<file path="src/rtl/mext_pkg.sv">
// Shared encodings, constants and helpers for the RV32M execute-stage controller.
package mext_pkg;

  typedef enum logic [2:0] {
    OP_MUL    = 3'd0,
    OP_MULH   = 3'd1,
    OP_MULHSU = 3'd2,
    OP_MULHU  = 3'd3,
    OP_DIV    = 3'd4,
    OP_DIVU   = 3'd5,
    OP_REM    = 3'd6,
    OP_REMU   = 3'd7
  } op_e;

  typedef enum logic [1:0] {
    ST_IDLE  = 2'd0,
    ST_BUSY  = 2'd1,
    ST_DRAIN = 2'd2,
    ST_DONE  = 2'd3
  } state_e;

  localparam logic [31:0] INT_MIN  = 32'h8000_0000;
  localparam logic [31:0] ALL_ONES = 32'hFFFF_FFFF;

  localparam logic MODE_MUL = 1'b0;
  localparam logic MODE_DIV = 1'b1;

  // Attributes latched at launch and consumed when the core result returns.
  typedef struct packed {
    op_e  op;
    logic neg_lo;    // product / quotient sign
    logic neg_hi;    // remainder sign (follows the dividend)
    logic div_zero;
    logic div_ovf;
  } op_info_t;

  // MUL only needs the low word, which is identical for any operand signedness;
  // treating it as signed keeps the magnitudes handed to the core small.
  function automatic logic rs1_signed(input op_e op);
    return op inside {OP_MUL, OP_MULH, OP_MULHSU, OP_DIV, OP_REM};
  endfunction

  function automatic logic rs2_signed(input op_e op);
    return op inside {OP_MUL, OP_MULH, OP_DIV, OP_REM};
  endfunction

endpackage

</file>
<file path="src/rtl/mext_if.sv">
// Handshake between the M-extension controller (master) and the multiply/divide core (slave).
interface mext_if;
  logic        md_valid;
  logic        md_mode;
  logic [31:0] md_a;
  logic [31:0] md_b;
  logic        md_ready;
  logic [63:0] md_out;

  modport master (
    output md_valid, md_mode, md_a, md_b,
    input  md_ready, md_out
  );

  modport slave (
    input  md_valid, md_mode, md_a, md_b,
    output md_ready, md_out
  );
endinterface

</file>
<file path="src/rtl/mext_signfix.sv">
// Combinational sign handling: operand magnitudes and special-case detection before
// launch, and sign/special correction of the unsigned core result afterwards.
module mext_signfix
  import mext_pkg::*;
(
  input  op_e         op,
  input  logic [31:0] rs1,
  input  logic [31:0] rs2,
  output logic [31:0] pre_a,
  output logic [31:0] pre_b,
  output logic        pre_mode,
  output op_info_t    pre_info,
  output logic        special,
  output logic [31:0] special_res,
  input  op_info_t    cap_info,
  input  logic [31:0] cap_a,
  input  logic [63:0] md_out,
  output logic [31:0] post_res
);

  logic neg1, neg2, is_div, is_rem, div_zero, div_ovf;

  always_comb begin
    // NOTE: every output is assigned before any branch so no path can leave one
    // unassigned, which would otherwise infer a latch.
    neg1        = rs1_signed(op) & rs1[31];
    neg2        = rs2_signed(op) & rs2[31];
    is_div      = op[2];
    is_rem      = (op == OP_REM) || (op == OP_REMU);
    div_zero    = is_div && (rs2 == '0);
    div_ovf     = ((op == OP_DIV) || (op == OP_REM)) && (rs1 == INT_MIN) && (rs2 == ALL_ONES);

    pre_a       = neg1 ? -rs1 : rs1;
    pre_b       = neg2 ? -rs2 : rs2;
    pre_mode    = is_div ? MODE_DIV : MODE_MUL;
    pre_info    = '{op: op, neg_lo: neg1 ^ neg2, neg_hi: neg1,
                    div_zero: div_zero, div_ovf: div_ovf};
    special     = div_zero || div_ovf;

    special_res = div_zero ? ALL_ONES : INT_MIN;
    if (is_rem) special_res = div_zero ? rs1 : '0;
  end

  logic [63:0] prod;
  logic [31:0] quo, rem;

  always_comb begin
    prod = cap_info.neg_lo ? -md_out : md_out;
    quo  = cap_info.neg_lo ? -md_out[31:0] : md_out[31:0];
    rem  = cap_info.neg_hi ? -md_out[63:32] : md_out[63:32];

    // The core's answer for a zero divisor is not trusted; |rs1| re-signed gives rs1 back.
    if (cap_info.div_zero) begin
      quo = ALL_ONES;
      rem = cap_info.neg_hi ? -cap_a : cap_a;
    end else if (cap_info.div_ovf) begin
      quo = INT_MIN;
      rem = '0;
    end

    unique case (cap_info.op)
      OP_MUL:                       post_res = prod[31:0];
      OP_MULH, OP_MULHSU, OP_MULHU: post_res = prod[63:32];
      OP_DIV, OP_DIVU:              post_res = quo;
      default:                      post_res = rem;
    endcase
  end

endmodule

</file>
<file path="src/rtl/mext_ctrl.sv">
// RV32M execute-stage controller: accepts an instruction, launches the shared
// multiply/divide core (or resolves special divides locally) and returns the result.
module mext_ctrl
  import mext_pkg::*;
#(
  parameter bit BYPASS_SPECIAL = 1'b1
) (
  input  logic        clk,
  input  logic        rst_n,
  input  logic        req_valid,
  input  logic [2:0]  funct3,
  input  logic [31:0] rs1,
  input  logic [31:0] rs2,
  input  logic        kill,
  output logic        stall,
  output logic        res_valid,
  output logic [31:0] res,
  mext_if.master      md
);

  state_e      state, state_nxt;
  op_info_t    cap_info, pre_info;
  logic [31:0] pre_a, pre_b, special_res, post_res;
  logic        pre_mode, special, accept, bypass;

  mext_signfix u_signfix (
    .op          (op_e'(funct3)),
    .rs1         (rs1),
    .rs2         (rs2),
    .pre_a       (pre_a),
    .pre_b       (pre_b),
    .pre_mode    (pre_mode),
    .pre_info    (pre_info),
    .special     (special),
    .special_res (special_res),
    .cap_info    (cap_info),
    .cap_a       (md.md_a),
    .md_out      (md.md_out),
    .post_res    (post_res)
  );

  always_comb begin
    accept    = (state == ST_IDLE) && req_valid && !kill;
    bypass    = BYPASS_SPECIAL && special;
    state_nxt = state;
    res_valid = 1'b0;

    unique case (state)
      ST_IDLE:  if (accept) state_nxt = bypass ? ST_DONE : ST_BUSY;
      // A kill coinciding with completion has nothing left to drain.
      ST_BUSY:  if (kill)             state_nxt = md.md_ready ? ST_IDLE : ST_DRAIN;
                else if (md.md_ready) state_nxt = ST_DONE;
      ST_DRAIN: if (md.md_ready) state_nxt = ST_IDLE;
      ST_DONE:  begin
                  state_nxt = ST_IDLE;
                  res_valid = !kill;
                end
      default:  state_nxt = ST_IDLE;
    endcase

    // Held low during reset even if the pipeline keeps req_valid asserted.
    stall = rst_n && (accept || (state == ST_BUSY) || (state == ST_DRAIN));
  end

  // NOTE: sequential state uses non-blocking assignments so every flop samples
  // pre-edge values regardless of statement order.
  always_ff @(posedge clk or negedge rst_n) begin
    if (!rst_n) state <= ST_IDLE;
    else        state <= state_nxt;
  end

  // NOTE: the datapath registers are reset as well, so no stale operand, mode or
  // result is ever visible on the outputs after a reset.
  always_ff @(posedge clk or negedge rst_n) begin
    if (!rst_n) begin
      md.md_valid <= 1'b0;
      md.md_mode  <= 1'b0;
      md.md_a     <= '0;
      md.md_b     <= '0;
      cap_info    <= '0;
      res         <= '0;
    end else begin
      md.md_valid <= accept && !bypass;
      if (accept && !bypass) begin
        md.md_mode <= pre_mode;
        md.md_a    <= pre_a;
        md.md_b    <= pre_b;
        cap_info   <= pre_info;
      end
      if (accept && bypass)
        res <= special_res;
      else if ((state == ST_BUSY) && md.md_ready && !kill)
        res <= post_res;
    end
  end

endmodule

</file>
<file path="src/flat_wrapper.sv">
// flat-port wrapper written by rule: the top's interface ports become plain ports
module mext_ctrl_flat import mext_pkg::*;
#(
  parameter bit BYPASS_SPECIAL = 1'b1
)
  (clk, rst_n, req_valid, funct3, rs1, rs2, kill, stall, res_valid, res, md_md_valid, md_md_mode, md_md_a, md_md_b, md_md_ready, md_md_out);
  mext_if md_i ();
  input  logic clk;
  input  logic rst_n;
  input  logic req_valid;
  input  logic [2:0] funct3;
  input  logic [31:0] rs1;
  input  logic [31:0] rs2;
  input  logic kill;
  output logic stall;
  output logic res_valid;
  output logic [31:0] res;
  output wire logic [$bits(md_i.md_valid)-1:0] md_md_valid;
  output wire logic [$bits(md_i.md_mode)-1:0] md_md_mode;
  output wire logic [$bits(md_i.md_a)-1:0] md_md_a;
  output wire logic [$bits(md_i.md_b)-1:0] md_md_b;
  input wire logic [$bits(md_i.md_ready)-1:0] md_md_ready;
  input wire logic [$bits(md_i.md_out)-1:0] md_md_out;
  assign md_md_valid = md_i.md_valid;
  assign md_md_mode = md_i.md_mode;
  assign md_md_a = md_i.md_a;
  assign md_md_b = md_i.md_b;
  assign md_i.md_ready = md_md_ready;
  assign md_i.md_out = md_md_out;
  mext_ctrl #(.BYPASS_SPECIAL(BYPASS_SPECIAL)) u_core (.clk(clk), .rst_n(rst_n), .req_valid(req_valid), .funct3(funct3), .rs1(rs1), .rs2(rs2), .kill(kill), .stall(stall), .res_valid(res_valid), .res(res), .md(md_i));
endmodule
</file>
<file path="config.mk">
export PLATFORM = sky130hd
export DESIGN_NAME = mext_ctrl_flat
export DESIGN_NICKNAME = d
export VERILOG_FILES = /design/src/rtl/mext_pkg.sv /design/src/rtl/mext_if.sv /design/src/rtl/mext_signfix.sv /design/src/rtl/mext_ctrl.sv /design/src/flat_wrapper.sv
export SDC_FILE = /design/constraint.sdc
export NUM_CORES = 1
export LEC_CHECK = 0
export ABC_AREA = 1
export BUFFER_PORTS_ARGS = -buffer_cell sky130_fd_sc_hd__clkbuf_2
export CAP_MARGIN = 20
export CORE_AREA = 2 2 205 126
export DETAILED_ROUTE_END_ITERATION = 10
export DIE_AREA = 0 0 207 128
export PLACE_DENSITY = 0.78
export SETUP_SLACK_MARGIN = 0.5
export SKIP_LAST_GASP = 1
export SLEW_MARGIN = 10
export SYNTH_ARGS = -nofsm -noshare
export SYNTH_HDL_FRONTEND = slang
export SYNTH_SLANG_ARGS = --single-unit
</file>
<file path="constraint.sdc">
create_clock -name clk -period 2.7 [get_ports clk]
set_input_delay 0.54 -clock clk [delete_from_list [all_inputs] [get_ports clk]]
set_output_delay 0.54 -clock clk [all_outputs]
set_load 0.03 [all_outputs]
</file>
==> run_results.csv <==
group,metric,value,unit
clock_tree,holdBufCountCts,0,
sta,finalCritPeriodShare,0.8093,
setup_path,crit_family,"simple AND/OR/NAND/NOR gates",
power,ir_drop,0.5121,mV
floorplanning,die_w,207,um
route,drt-initial-drc-count,2309,
placed_design,pre_cts_ws,-0.1722,ns
clock_tree,clock_path_buffers,2,
power,total_leakage_power,6.779,nW
yosys,synth.avg_cell_area,5.694,um^2
route,via_per_inst,5.820,
layout,nNetsFinal,2325,
yosys,synth_cell_types,45,
clock_tree,htree_num_levels,3,
setup_path,setup.worst_path.start,"md_md_out[40]",
global_route,grt_max_degree,107,
yosys,synthFlopType,"dfrtp_1",
floorplanning,dieArea,26500,um^2
setup_path,cp.required,2.99,ns
yosys,syn_area,10940,um^2
global_route,grt_pass1_vias,12980,
layout,area_growth,23.44,%
clock_tree,ctsRootBufferMaster,"clkbuf_16",
sta,maxSlewHeadroom,0.5543,
floorplanning,initial_core_util,0.4417,
layout,regArea,2658,um^2
placed_design,port_buffers,235,
setup_path,critical_path.endpoint_type,"flop",
layout,drive_gt1_frac,0.1970,
setup_path,worstSetupStartpointType,"input pin",
global_route,grt_usage,0.3643,
layout,fill_cells,2565,
clock_tree,cts.sinks,106,
setup_path,critPathBufInv,2,
global_route,grt_pass1_wl,74410,um
clock_tree,clk_latency,0.37,ns
sta,finalWorstSetupSlack,0.5149,ns
setup_path,slowest_stage,"nor2_1",
route,drc,0,
setup_path,rrSetupSlack,0.52,ns
layout,antennaDiodeCount,0,
sta,hold_ws,0.2229,ns
sta,post-route-min-period,2.185,ns
yosys,ys_seq_area_frac,0.2424,
route,drt_wl_total,50300,um
yosys,synth_edf_count,0,
sta,hold_viol_final,0,
clock_tree,cts_tree,"done",
setup_path,crit_type,"input pin to flop",
yosys,ys_async_sr_fraction,1.000,
clock_tree,cts_inserted_buffers,9,
global_route,antenna_found_initial,2,
sta,fin_setup_tns,0,ns
placed_design,place_hpwl,40310,um
yosys,synth_seq_cells,106,
floorplanning,core,24770,um^2
sta,skew,0.01911,ns
sta,worst_pin_slew,0.6686,ns
outcome,status,"finished, final reports clean",
setup_path,arrival,2.48,ns
floorplanning,std_cell_rows,45,
yosys,syn_inst,1922,
setup_path,r2r_start,"u_core.state[1]",
sta,drv_slew,0,
sta,rsz0062_at_grt,"yes",
power,powerDensity,736.1,nW/um^2
sta,setup_viol,0,
floorplanning,die_h,128,um
layout,multiInputGateArea,7541,um^2
clock_tree,path_clk_slew,0.08,ns
yosys,synth_nets,2064,
route,dr_total_vias,14650,
setup_path,critical_path_peak_fanout,4,
run,cap_violations,0,
layout,fin_util,0.5453,
setup_path,rr_worst_depth,9,
route,drtPass1Iterations,6,
sta,max_freq,457.6,MHz
placed_design,routabilityCongestion,1.096,
setup_path,worst_r2r_endpoint,"u_core.res[30]",
setup_path,slowest_delay,0.27,ns
worst_hold_path,hold_class,"input pin to async pin",
global_route,overflow,0,
power,total_power,9.943,mW
setup_path,crit_path_frequent_cell,"nand2_1",
setup_path,path_cells,"clkbuf_2, nor2_1, buf_4, nand2_1, nor2_2, nand2_1, nor2_1, nand2_1, nand2_2, nand2_1, nand2_1, nand3_1, nand2_1, nand3_1, a21oi_1",
route,ant_nets,0,
floorplanning,pin_count,236,
yosys,yosys_warnings,0,
route,wl_per_cell,19.98,um
==> cells in the final DEF (no fill, tap or decap), drive strengths merged, types with 9 or more instances in the layout <==
| cell type | count |
|---|---|
| a21oi | 96 |
| buf | 79 |
| clkbuf | 246 |
| dfrtp | 106 |
| inv | 176 |
| nand2 | 531 |
| nand3 | 222 |
| nand3b | 9 |
| nand4 | 26 |
| nor2 | 390 |
| nor3 | 16 |
| o211ai | 12 |
| o21ai | 157 |
| xnor2 | 21 |
| xor2 | 48 |
==> what timing repair did <==
| item | 4_1_cts | 5_1_grt |
|---|---|---|
| buffers inserted | 0 | 12 |
| pin swaps | 1 | 16 |
| endpoints found under the setup margin | 29 | 102 |
| gates cloned | 0 | 4 |
| resized for setup | 12 | 80 |
==> cells in the mapped netlist, types with 4 or more instances <==
library cell | instances | share of area
nand2_1 | 526 | 0.18
nor2_1 | 375 | 0.13
nand3_1 | 221 | 0.10
inv_1 | 172 | 0.059
o21ai_0 | 131 | 0.060
dfrtp_1 | 106 | 0.24
a21oi_1 | 94 | 0.043
xor2_1 | 48 | 0.038
clkbuf_1 | 36 | 0.012
o21ai_1 | 26 | 0.012
nand4_1 | 25 | 0.014
xnor2_1 | 21 | 0.017
nor3_1 | 14 | 0.0064
nor2_2 | 12 | 0.0069
o211ai_1 | 12 | 0.0082
buf_1 | 10 | 0.0034
buf_6 | 9 | 0.0093
nand3b_1 | 9 | 0.0062
buf_2 | 8 | 0.0037
a31oi_1 | 6 | 0.0034
ha_1 | 6 | 0.0069
inv_2 | 5 | 0.0017
o21bai_1 | 5 | 0.0034
buf_4 | 4 | 0.0027
nor4_1 | 4 | 0.0023
==> state kept, by name, indices dropped and copies added, names as in the netlist <==
signal              flops
u_core.cap_info         6
u_core.md.md_a         32
u_core.md.md_b         32
u_core.md.md_mode       1
u_core.md.md_valid      1
u_core.res             32
u_core.state            2
==> area by class of cell <==
| cell class | instances | share of cell area |
|---|---|---|
| clock buffers | 10 | 0.01769 |
| clock inverters | 6 | 0.003149 |
| inverters | 181 | 0.05159 |
| multi-input cells | 1570 | 0.5583 |
| flip-flops and latches | 106 | 0.1967 |
| well taps | 329 | 0.03047 |
| repair buffers | 315 | 0.1421 |
==> per-layer routing <==
metal | vias to the layer above | GRT usage | wire, um
li1 | 6725 | - | -
met1 | 6799 | 0.5524 | 22010
met2 | 1052 | 0.4718 | 18680
met3 | 73 | 0.1460 | 8662
met4 | 0 | 0.07563 | 938
met5 | - | 0 | 0
==> power breakdown <==
part,internal (mW),switching (mW)
registers,2.15,0.664
logic,1.74,4.07
clock network,0.653,0.669
total,4.54,5.40
==> kinds of logic after synthesis <==
kind of cell    after synthesis  share of synthesized area
fa+ha+maj                     6                   0.006860
buf+inv                     248                    0.09376
xor+xnor                     69                    0.05523
simple gates               1205                     0.4620
compound gates              288                     0.1397
flops                       106                     0.2424
==> worst max-delay path by stage <==
stage	to	cells past startpoint	slack, ns
floorplan	u_core.res[6]	12	0.55
global placement	u_core.res[14]	13	-0.06
detailed placement	u_core.res[14]	13	-0.17
CTS	u_core.res[14]	13	0.49
global route	u_core.res[25]	12	0.45
finish	u_core.res[28]	15	0.51
==> through the flow <==
step                      area (um^2)  instances
after CTS                       13100       2501
after detailed placement        12770       2485
after global routing            13510       2517
after floorplan                 10940       1922
after global placement          12770       2485
final                           13510       2517
Note: power is estimated with default switching activity, not from simulation.
